$ cat src/rtl/dma_csr_master.sv
// CSR bus initiator: takes one command from a valid/ready port, runs it as a single
// wait-request transfer to the DMA CSR slave, returns a one-cycle response.
// Optional stall timeout: define DMA_CSR_MASTER_TIMEOUT_EN.
//
// state  | meaning
// IDLE   | ready for a command; latch it on cmd_valid_i
// WR_REQ | write strobe asserted, holding until wait-request low
// RD_REQ | read strobe asserted, holding until wait-request low
// RESP   | one-cycle response pulse, strobes low
module dma_csr_master #(
    parameter int ADDR_W         = 4,
    parameter int DATA_W         = 32,
    parameter int TIMEOUT_CYCLES = 16
) (
    input  logic                clk,
    input  logic                reset_n,
    input  logic                cmd_valid_i,
    output logic                cmd_ready_o,
    input  logic                cmd_wr_i,
    input  logic [ADDR_W-1:0]   cmd_addr_i,
    input  logic [DATA_W-1:0]   cmd_data_i,
    input  logic [DATA_W/8-1:0] cmd_be_i,
    output logic                rsp_valid_o,
    output logic [DATA_W-1:0]   rsp_data_o,
    output logic                rsp_err_o,
    output logic                csr_wr_o,
    output logic                csr_rd_o,
    output logic [ADDR_W-1:0]   csr_addr_o,
    output logic [DATA_W-1:0]   csr_wr_data_o,
    output logic [DATA_W/8-1:0] csr_be_o,
    input  logic                csr_wait_rq_i,
    input  logic [DATA_W-1:0]   csr_rd_data_i
);

    localparam int BE_W = DATA_W / 8;

    if (TIMEOUT_CYCLES < 2 || TIMEOUT_CYCLES > 255) begin : g_timeout_range
        $error("dma_csr_master: TIMEOUT_CYCLES must be within 2..255");
    end

    typedef enum logic [1:0] {
        IDLE   = 2'd0,
        WR_REQ = 2'd1,
        RD_REQ = 2'd2,
        RESP   = 2'd3
    } state_t;

    state_t state_q;
    state_t state_nxt;

    logic              cmd_ready_q;
    logic              rsp_valid_q;
    logic [DATA_W-1:0] rsp_data_q;
    logic              csr_wr_q;
    logic              csr_rd_q;
    logic [ADDR_W-1:0] addr_q;
    logic [DATA_W-1:0] wr_data_q;
    logic [BE_W-1:0]   be_q;

    logic accept;
    logic req_active;
    logic complete;
    logic abort;

    assign accept     = (state_q == IDLE) && cmd_valid_i && cmd_ready_q;
    assign req_active = (state_q == WR_REQ) || (state_q == RD_REQ);
    assign complete   = req_active && !csr_wait_rq_i;

`ifdef DMA_CSR_MASTER_TIMEOUT_EN
    localparam logic [7:0] STALL_LAST = 8'(TIMEOUT_CYCLES - 1);

    logic [7:0] stall_q;
    logic       rsp_err_q;

    // Count starts at 0 in the first strobe cycle, so a stuck slave sees exactly
    // TIMEOUT_CYCLES strobe cycles before the abort.
    assign abort = req_active && csr_wait_rq_i && (stall_q == STALL_LAST);

    always_ff @(posedge clk or negedge reset_n) begin
        if (!reset_n) begin
            stall_q   <= 8'd0;
            rsp_err_q <= 1'b0;
        end else begin
            if (!req_active) begin
                stall_q <= 8'd0;
            end else if (csr_wait_rq_i) begin
                stall_q <= stall_q + 8'd1;
            end
            if (complete) begin
                rsp_err_q <= 1'b0;
            end else if (abort) begin
                rsp_err_q <= 1'b1;
            end
        end
    end

    assign rsp_err_o = rsp_err_q;
`else
    assign abort     = 1'b0;
    assign rsp_err_o = 1'b0;
`endif

    always_ff @(posedge clk or negedge reset_n) begin
        if (!reset_n) begin
            state_q <= IDLE;
        end else begin
            state_q <= state_nxt;
        end
    end

    always_comb begin
        state_nxt = state_q;
        case (state_q)
            IDLE: begin
                if (accept) begin
                    state_nxt = cmd_wr_i ? WR_REQ : RD_REQ;
                end
            end
            WR_REQ, RD_REQ: begin
                if (complete || abort) begin
                    state_nxt = RESP;
                end
            end
            RESP:    state_nxt = IDLE;
            default: state_nxt = IDLE;
        endcase
    end

    // Every output is a flop loaded from the next state, so wait-request never
    // reaches the bus combinationally and strobes fall the cycle after completion.
    always_ff @(posedge clk or negedge reset_n) begin
        if (!reset_n) begin
            cmd_ready_q <= 1'b0;
            rsp_valid_q <= 1'b0;
            rsp_data_q  <= '0;
            csr_wr_q    <= 1'b0;
            csr_rd_q    <= 1'b0;
            addr_q      <= '0;
            wr_data_q   <= '0;
            be_q        <= '0;
        end else begin
            cmd_ready_q <= (state_nxt == IDLE);
            rsp_valid_q <= (state_nxt == RESP);
            csr_wr_q    <= (state_nxt == WR_REQ);
            csr_rd_q    <= (state_nxt == RD_REQ);
            if (accept) begin
                addr_q    <= cmd_addr_i;
                wr_data_q <= cmd_data_i;
                be_q      <= cmd_be_i;
            end
            if (complete) begin
                rsp_data_q <= (state_q == RD_REQ) ? csr_rd_data_i : '0;
            end else if (abort) begin
                rsp_data_q <= '0;
            end
        end
    end

    assign cmd_ready_o   = cmd_ready_q;
    assign rsp_valid_o   = rsp_valid_q;
    assign rsp_data_o    = rsp_data_q;
    assign csr_wr_o      = csr_wr_q;
    assign csr_rd_o      = csr_rd_q;
    assign csr_addr_o    = addr_q;
    assign csr_wr_data_o = wr_data_q;
    assign csr_be_o      = be_q;

endmodule

$ cat config.mk
export PLATFORM = sky130hd
export DESIGN_NAME = dma_csr_master
export DESIGN_NICKNAME = d
export VERILOG_FILES = /design/src/rtl/dma_csr_master.sv
export SDC_FILE = /design/constraint.sdc
export NUM_CORES = 1
export LEC_CHECK = 0
export CAP_MARGIN = 20
export CORE_ASPECT_RATIO = 0.7
export CORE_UTILIZATION = 41
export DETAILED_ROUTE_END_ITERATION = 8
export HOLD_SLACK_MARGIN = 0.15
export PLACE_DENSITY = 0.9
export SYNTH_ARGS = -nofsm -noshare
export SYNTH_HDL_FRONTEND = slang
export SYNTH_SLANG_ARGS = --single-unit
$ cat constraint.sdc
create_clock -name clk -period 2.41 [get_ports clk]
set_input_delay 0.3615 -clock clk [delete_from_list [all_inputs] [get_ports clk]]
set_output_delay 0.3615 -clock clk [all_outputs]
set_load 0.01 [all_outputs]
==> impl_metrics.env, run 1 <==
export IMPL_drt_antenna_violating_nets=0
export IMPL_tns_ns=0
export IMPL_routedWlPerCell_um=14.31
export IMPL_start_util=0.4395
export IMPL_async_flop_share=1.000
export IMPL_yosysWarnings=0
export IMPL_diodes=0
export IMPL_worstSetupEndpointType="register"
export IMPL_grt_overflow=0
export IMPL_io_pin_count=154
export IMPL_finalInstanceArea_mm2=0.004900
export IMPL_clk_latency_ns=0.33
export IMPL_synth_common_cells="dfrtp_1 (78), nand2_1 (66), mux2_2 (40), o21ai_0 (33), clkbuf_1 (8)"
export IMPL_clock_skew_ns=0.007565
export IMPL_port_buffers=152
export IMPL_routed_wirelength_mm=7.271
export IMPL_fillers=490
export IMPL_crit_arrival_ns=2.07
export IMPL_cts_root_buf="clkbuf_8"
export IMPL_fin_nets=488
export IMPL_synth_top_cell_area_share=0.6367
export IMPL_postSynthNetCount=334
export IMPL_grt_pass1_vias=2374
export IMPL_r2r_end="cmd_ready_o"
export IMPL_ys_ff_latch=78
export IMPL_cp_start_kind="register"
export IMPL_path_clk_slew_ns=0.08
export IMPL_rows=25
export IMPL_critPathKind="reg2reg"
export IMPL_syn_avg_cell_area_um2=12.02
export IMPL_dpl_hpwl_mm=5.426
export IMPL_reg2regPathDepth=5
export IMPL_whs_ns=0.4826
export IMPL_place_area_mm2=0.004700
export IMPL_synth_area_mm2=0.003065
export IMPL_dieArea_mm2=0.007832
export IMPL_worstHoldStart="rsp_data_o[26]"
export IMPL_placed_cells=491
export IMPL_synth_edf_count=0
export IMPL_gp_congestion=0.7472
export IMPL_r2r_slack_ns=0.57
export IMPL_status="completed"
export IMPL_vias_per_cell=4.762
export IMPL_cts_tree="built"
export IMPL_worstReg2RegStart="state_q[0]"
export IMPL_seq_area_frac_synth=0.6367
export IMPL_grt_max_degree=45
export IMPL_setup_viol=0
export IMPL_crit_start="state_q[0]"
export IMPL_ir_worst_vdd_v=0.0007175
export IMPL_syn2layout_area_growth_pct=59.84
export IMPL_final_cells=508
export IMPL_htree_levels=3
export IMPL_drtIter0Drc=91
export IMPL_worstHoldPathType="reg2reg"
export IMPL_antenna_found_initial=0
export IMPL_multi_input_area_mm2=0.001041
export IMPL_die_h_um=74.35
export IMPL_synth_cell_type_count=25
export IMPL_numClockSinks=78
export IMPL_fmax_ghz=0.5435
export IMPL_core_area_mm2=0.006975
export IMPL_clk_path_buf_depth=2
export IMPL_relSlewSlack=0.6330
export IMPL_maxSlewViolCount=0
export IMPL_synth_area_top_cells="dfrtp_1 (64%), mux2_2 (15%), nand2_1 (8.1%)"
export IMPL_die_x_um=105.4
export IMPL_hold_viol_final=0
export IMPL_grt_use_total=0.1949
export IMPL_drv_cap=0
export IMPL_drive_above_1_share=0.1643
export IMPL_critPathCapture="cmd_ready_o"
export IMPL_worstPathRequired_ns=2.64
export IMPL_cp_max_fo=5
export IMPL_cts_buffers=9
export IMPL_min_period_ns=1.840
export IMPL_rsz0062_at_grt="no"
export IMPL_grt_pass1_wl_mm=11.67
export IMPL_power_leakage_uw=0.002062
export IMPL_synth_most_common_cell="dfrtp_1"
export IMPL_synth_ff_type="dfrtp_1"
export IMPL_seqCellArea_mm2=0.001952
export IMPL_finalCritPeriodShare=0.7634
export IMPL_drcViolationCount=0
export IMPL_yosys_area_top_type="dfrtp_1"
export IMPL_first_pass_iters=4
export IMPL_netlist_instances=255
export IMPL_tightest_slew_ns=0.5505
export IMPL_power_density_mw_per_mm2=1232
export IMPL_vias=2419
## registers in the layout (all words and copies together), names as in the netlist, 2 cells and up
signal	flops
csr_addr_o	4
csr_wr_data_o	32
csr_be_o	4
state_q	2
rsp_data_o	32
## where the power goes
part / internal [uW] / switching (uW) / total, uW / leakage [uW]
clock network: 481 / 460 / 942 / 0.0000899
logic: 1680 / 1180 / 2860 / 0.000987
registers: 1910 / 325 / 2240 / 0.000984
## layer usage
| metal | global-route usage | share of wire | routed length, um | up-vias |
|---|---|---|---|---|
| li1 | - | - | - | 1157 |
| met1 | 0.2392 | 0.41 | 3014 | 1158 |
| met2 | 0.3253 | 0.49 | 3596 | 98 |
| met3 | 0.06836 | 0.081 | 590 | 6 |
| met4 | 0.07199 | 0.0095 | 69 | 0 |
| met5 | 0 | 0 | 0 | - |
## layout by cell type, fill, tap and decap left out, types with 4 or more instances in the layout
| master | count |
|---|---|
| o21ai_0 | 33 |
| buf_4 | 4 |
| mux2_2 | 40 |
| nand2_1 | 66 |
| clkdlybuf4s50_1 | 151 |
| dfrtp_1 | 78 |
| clkbuf_8 | 9 |
## cells by family after synthesis
logic type | after synthesis | share of synthesized area
AO/OA/AOI/OAI | 41 | 0.07674
adder cells (fa/ha/maj) | 2 | 0.008162
buffers and inverters | 17 | 0.02449
flip-flops | 78 | 0.6367
multiplexers | 40 | 0.1469
other | 1 | 0.001223
AND/OR/NAND/NOR | 76 | 0.1057
## timing repair
action | in CTS | in global routing
resized for setup | 0 | 0
hold endpoints to repair | 42 | 0
hold buffers | 1 | 0
buffers inserted | 0 | 0
## metrics by stage
stage	utilization	total power [uW]	setup slack [ns]
detailed placement	0.6737	5140	0.6257
floorplan	-	3526	0.8793
CTS	0.7024	6111	0.5931
global route	0.7024	6437	0.3994
global placement	0.6737	5021	0.6587
finish	0.7024	6038	0.5701
## area by class of cell
class,instances,share of cell area
tap,94,0.02400
multi-input combinational,160,0.2125
inverter,2,0.001532
timing repair buffer,158,0.3248
clock buffer,11,0.02681
clock inverter,5,0.01200
sequential,78,0.3984
## critical path, cell delays in order (launching register included)
cell and delay, ns:
dfrtp_1 0.39, inv_1 0.10, ha_1 0.36, nor3b_1 0.47, a21oi_1 0.18, and3_2 0.22
## worst min-delay path by stage
stage,endpoint,slack (ns),cells past startpoint
after global placement,rsp_data_o[0],0.38,1
after detailed placement,rsp_data_o[29],0.38,1
after global routing,rsp_data_o[17],0.51,2
final,rsp_data_o[26],0.48,2
after CTS,rsp_data_o[26],0.49,2
after floorplan,cmd_ready_o,0.07,0
(Power assumes the default switching activity.)
==> inputs of run 2 (changes only) <==
Settings changed: CORE_UTILIZATION 41 to 36, PLACE_DENSITY 0.9 to 0.84.
Clock period 2.41 ns to 1.6 ns, I/O delays scaled along.
==> run 2 against run 1 <==
  * The flow now finishes with violations (DRC)
  * Final area increased by 5.2%
  * Clock power increased by 120%
  * Worst hold slack got worse by 0.083 ns
  * Die area increased by 14%
  * Critical endpoint unchanged
  * Largest cell class unchanged
  * Highest routed layer unchanged
==> impl_metrics.env, run 2 (synthesis results as in run 1) <==
export IMPL_status="finished with violations"
export IMPL_violations="DRC"
export IMPL_hold_viol_final=0
export IMPL_maxSlewViolCount=0
export IMPL_final_common_cell="clkdlybuf4s50_1"
export IMPL_syn2layout_area_growth_pct=68.16
export IMPL_drv_cap=0
export IMPL_fin_nets=495
export IMPL_io_pin_count=154
export IMPL_grt_pass1_wl_mm=12.03
export IMPL_swShare=0.3025
export IMPL_die_x_um=112.3
export IMPL_power_density_mw_per_mm2=1955
export IMPL_fillers=621
export IMPL_routed_wirelength_mm=7.357
export IMPL_grt_overflow=0
export IMPL_crit_arrival_ns=1.81
export IMPL_finalCritPeriodShare=0.9712
export IMPL_worstHoldPathType="in2async"
export IMPL_grt_use_met3=0.04885
export IMPL_p_switching_uw=3049
export IMPL_clk_latency_ns=0.32
export IMPL_worstReg2RegStart="state_q[0]"
export IMPL_tns_ns=0
export IMPL_grtUsageMet2=0.2925
export IMPL_min_period_ns=1.554
export IMPL_final_cells=520
export IMPL_port_buffers=152
export IMPL_clock_skew_ns=0.005068
export IMPL_worstPathRequired_ns=1.86
export IMPL_p_seq_frac=0.333
export IMPL_power_leakage_uw=0.002177
export IMPL_dieArea_mm2=0.008894
export IMPL_drive_above_1_share=0.1933
export IMPL_dpl_hpwl_mm=5.402
export IMPL_ir_worst_vdd_v=0.0007525
export IMPL_combPwrFrac=0.459
export IMPL_r2r_slack_ns=0.05
export IMPL_top_usage_layer="met2"
export IMPL_routedWlPerCell_um=14.15
export IMPL_gp_congestion=0.7907
export IMPL_setup_viol=0
export IMPL_cts_root_buf="clkbuf_16"
export IMPL_placed_cells=503
export IMPL_antenna_found_initial=0
export IMPL_critPathKind="reg2reg"
export IMPL_path_clk_slew_ns=0.06
export IMPL_final_cell_mix="clkdlybuf4s50_1 (151), dfrtp_1 (78), nand2_1 (66)"
export IMPL_grt_pass1_vias=2422
export IMPL_clk_path_buf_depth=2
export IMPL_cp_start_kind="register"
export IMPL_drt_antenna_violating_nets=0
export IMPL_cts_tree="built"
export IMPL_vias_per_cell=4.592
export IMPL_core_area_mm2=0.008040
export IMPL_cts_buffers=9
export IMPL_seqCellArea_mm2=0.001952
export IMPL_clkPwrFrac=0.209
export IMPL_drcViolationCount=9
export IMPL_drtIter0Drc=77
export IMPL_diodes=0
export IMPL_multi_input_area_mm2=0.001076
export IMPL_fmax_ghz=0.6435
export IMPL_htree_levels=3
export IMPL_die_h_um=79.21
export IMPL_start_util=0.3813
export IMPL_numClockSinks=78
export IMPL_use_met1=0.2187
export IMPL_rows=27
export IMPL_first_pass_iters=8
export IMPL_crit_start="state_q[0]"
export IMPL_power_uw=10080
export IMPL_grt_use_total=0.1749
export IMPL_worstSetupEndpointType="register"
export IMPL_grt_max_degree=65
export IMPL_internal_power_uw=7030
export IMPL_cp_max_fo=4
export IMPL_vias=2388
run 2: critical path, cell delays in order, from the launching register on:
cell	delay (ns)
dfrtp_1	0.40
inv_2	0.09
ha_4	0.21
nor3b_4	0.15
buf_4	0.14
a211oi_4	0.28
and3_4	0.22
run 2: cell type report:
class,count,area share
inverter,2,0.001456
clock buffer,10,0.04636
tap,101,0.02451
timing repair buffer,165,0.3262
multi-input combinational,160,0.2087
clock inverter,4,0.01408
sequential,78,0.3786
run 2: timing repair:
action	4_1_cts	5_1_grt
hold buffers	1	0
pin swaps	0	3
setup endpoints to repair	30	31
setup buffers	0	2
endpoints found under the hold margin	24	0
gates resized for setup	3	8
run 2: metrics by stage:
stage / area (um2) / setup slack, ns / utilization / hold slack [ns]
floorplan: 3065 / 0.06932 / - / -0.05559
global placement: 4783 / 0.03510 / 0.5949 / 0.1858
detailed placement: 4783 / -0.01491 / 0.5949 / 0.1865
CTS: 5111 / -0.02312 / 0.6357 / 0.3793
global route: 5155 / -0.002661 / 0.6411 / 0.4084
finish: 5155 / 0.04606 / 0.6411 / 0.3997
run 2: per-layer routing:
| layer | share of wire | up-vias |
|---|---|---|
| met5 | 0 | - |
| li1 | - | 1170 |
| met3 | 0.067 | 8 |
| met2 | 0.50 | 83 |
| met1 | 0.42 | 1127 |
| met4 | 0.011 | 0 |
run 2: path summary, 6_finish.rpt:
path,to,cells after the start
worst max-delay path,cmd_ready_o,6
worst min-delay path,rsp_data_o[26],2
worst max register to register,cmd_ready_o,6
worst min register to register,rsp_data_o[11],2
max in group asynchronous,csr_wr_data_o[18],3
min in group clk,rsp_data_o[13],3
run 2: power groups by stage:
stage,Sequential [uW],Clock [uW],Combinational [uW]
2_1_floorplan,3770,0,1540
3_3_place_gp,3340,0,4370
3_5_place_dp,3380,0,4490
4_1_cts,3360,2160,4530
5_1_grt,3480,2240,4990
6_report,3350,2100,4620
==> patch, RTL diff (config.mk and constraints of run 2) <==
The option `DMA_CSR_MASTER_TIMEOUT_EN` is turned on by a define.
--- a/src/rtl/dma_csr_master.sv
+++ b/src/rtl/dma_csr_master.sv
@@ -8,4 +8,6 @@
 // RD_REQ | read strobe asserted, holding until wait-request low
 // RESP   | one-cycle response pulse, strobes low
+`define DMA_CSR_MASTER_TIMEOUT_EN
+
 module dma_csr_master #(
     parameter int ADDR_W         = 4,
Formal check against the unedited RTL: no difference found for any inputs over 10 cycles, from zero or initial values and one cycle with reset_n low; that may be too few to reach the edited logic, so the function may still have changed.
==> patch against run 2 <==
Combinational power is 6.9% higher; the flow finishes with violations (setup timing); area after synthesis is 11% higher; highest routed layer unchanged; clock power is 8% higher; sequential cell count is 9 higher; synthesized cell count is 12% lower; wire length is 15% higher; sequential share of layout area is 0.20 points higher; total power is 8.0% higher; critical path depth is 1 higher; via count is 6.6% higher; design area is 11% higher; worst setup slack worse by 120 ps.
==> patch: results <==
metrics = {
    "placement": {
        "placed_cells": 508,
        "gp_congestion": 0.8004,
        "place_hpwl_mm": 5.968,
        "portBuffers": 153,
    },
    "timing": {
        "tns_ps": -1814,
        "setup_viol_count_final": 36,
        "skew_ps": 6.414,
        "fin_ws_ps": -77.93,
    },
    "cells_and_area": {
        "nonClockInverterCount": 3,
        "seq_area_um2": 2177,
        "stdcell_count": 536,
        "nNetsFinal": 487,
        "signal_buffers": 184,
        "n_fill_cell": 668,
        "multiInputGateArea_um2": 1180,
        "buf_share_pct": 32.60,
        "clkCellAreaFrac_pct": 5.797,
    },
    "power_and_ir_drop": {
        "pwr-share-comb_pct": 45.3,
        "max-vdd-ir-drop_mv": 1.064,
        "seqPwrFrac_pct": 33.8,
        "switching_share_pct": 29.19,
        "power_density_nw_per_um2": 1904,
        "power_leakage_uw": 0.002502,
    },
    "global_route": {
        "grt_max_degree": 35,
        "grt.met1_usage_pct": 22.11,
        "gr-usage-met3_pct": 6.387,
        "grt_usage_pct": 17.72,
        "grt_pass1_wl_mm": 13.55,
        "grt_pass1_vias": 2700,
        "grt_use_met2_pct": 29.52,
    },
    "yosys": {
        "synth-seq-cells": 87,
        "netlist_instances": 225,
        "yosysSeqAreaShare_pct": 64.02,
        "synth.area.top_cells": "dfrtp_1, mux2_2, a22o_1",
        "synth_commonest_cells": "dfrtp_1, mux2_2, a22o_1, and2_1, nand2_1",
        "ys_types": 27,
        "synthesis.nets": 305,
    },
    "clocking": {
        "post_cts_buffers": 5,
        "cts_resized": 4,
    },
    "route": {
        "drt-initial-drc-count": 86,
        "wl_met2_mm": 4.113,
        "dr.pass1.iters": 4,
        "wl_met3_um": 532,
        "drt-met1-wl_mm": 3.715,
    },
    "setup_path": {
        "critical_path.slowest_cell": "dfrtp_1",
        "cp_data_arrival_time_ps": 1900,
        "critical_path.max_fanout": 5,
        "r2r-end": "rsp_valid_o$_DFF_PN0_",
    },
    "floorplanning": {
        "die_area_um2": 9846,
    },
    "run_status": {
        "status": "finished, violations left",
        "violations": "setup timing",
    },
}
patch: changes by cell type after synthesis, sizes merged, moves of 5 or more:
cell	before	now
o21ai	33	0
clkbuf	8	1
buf	7	12
dfrtp	78	87
and2	1	10
nand2	66	6
a22o	0	32
patch: through the flow:
stage                     setup slack, ps  hold WS [ps]  utilization [%]
after detailed placement           -167.5         195.1            57.34
after global routing               -149.0         413.6            62.80
after floorplan                    -71.43        -55.59                -
final                              -77.93         381.6            62.80
after CTS                          -80.48         382.1            61.78
after global placement             -71.45         187.2            57.34
patch: logic make-up (layout without fill, tap and decap cells):
group | Yosys count | count (layout) | share of synthesized area [%]
xor gates and xnor gates | 7 | 7 | 1.803
AOI/OAI and AO/OA | 36 | 36 | 9.308
buffers and inverters | 16 | 203 | 3.348
DFF | 87 | 87 | 64.02
muxes | 43 | 43 | 14.13
adders and majority gates | 3 | 3 | 1.104
and+or+nand+nor | 33 | 33 | 6.291
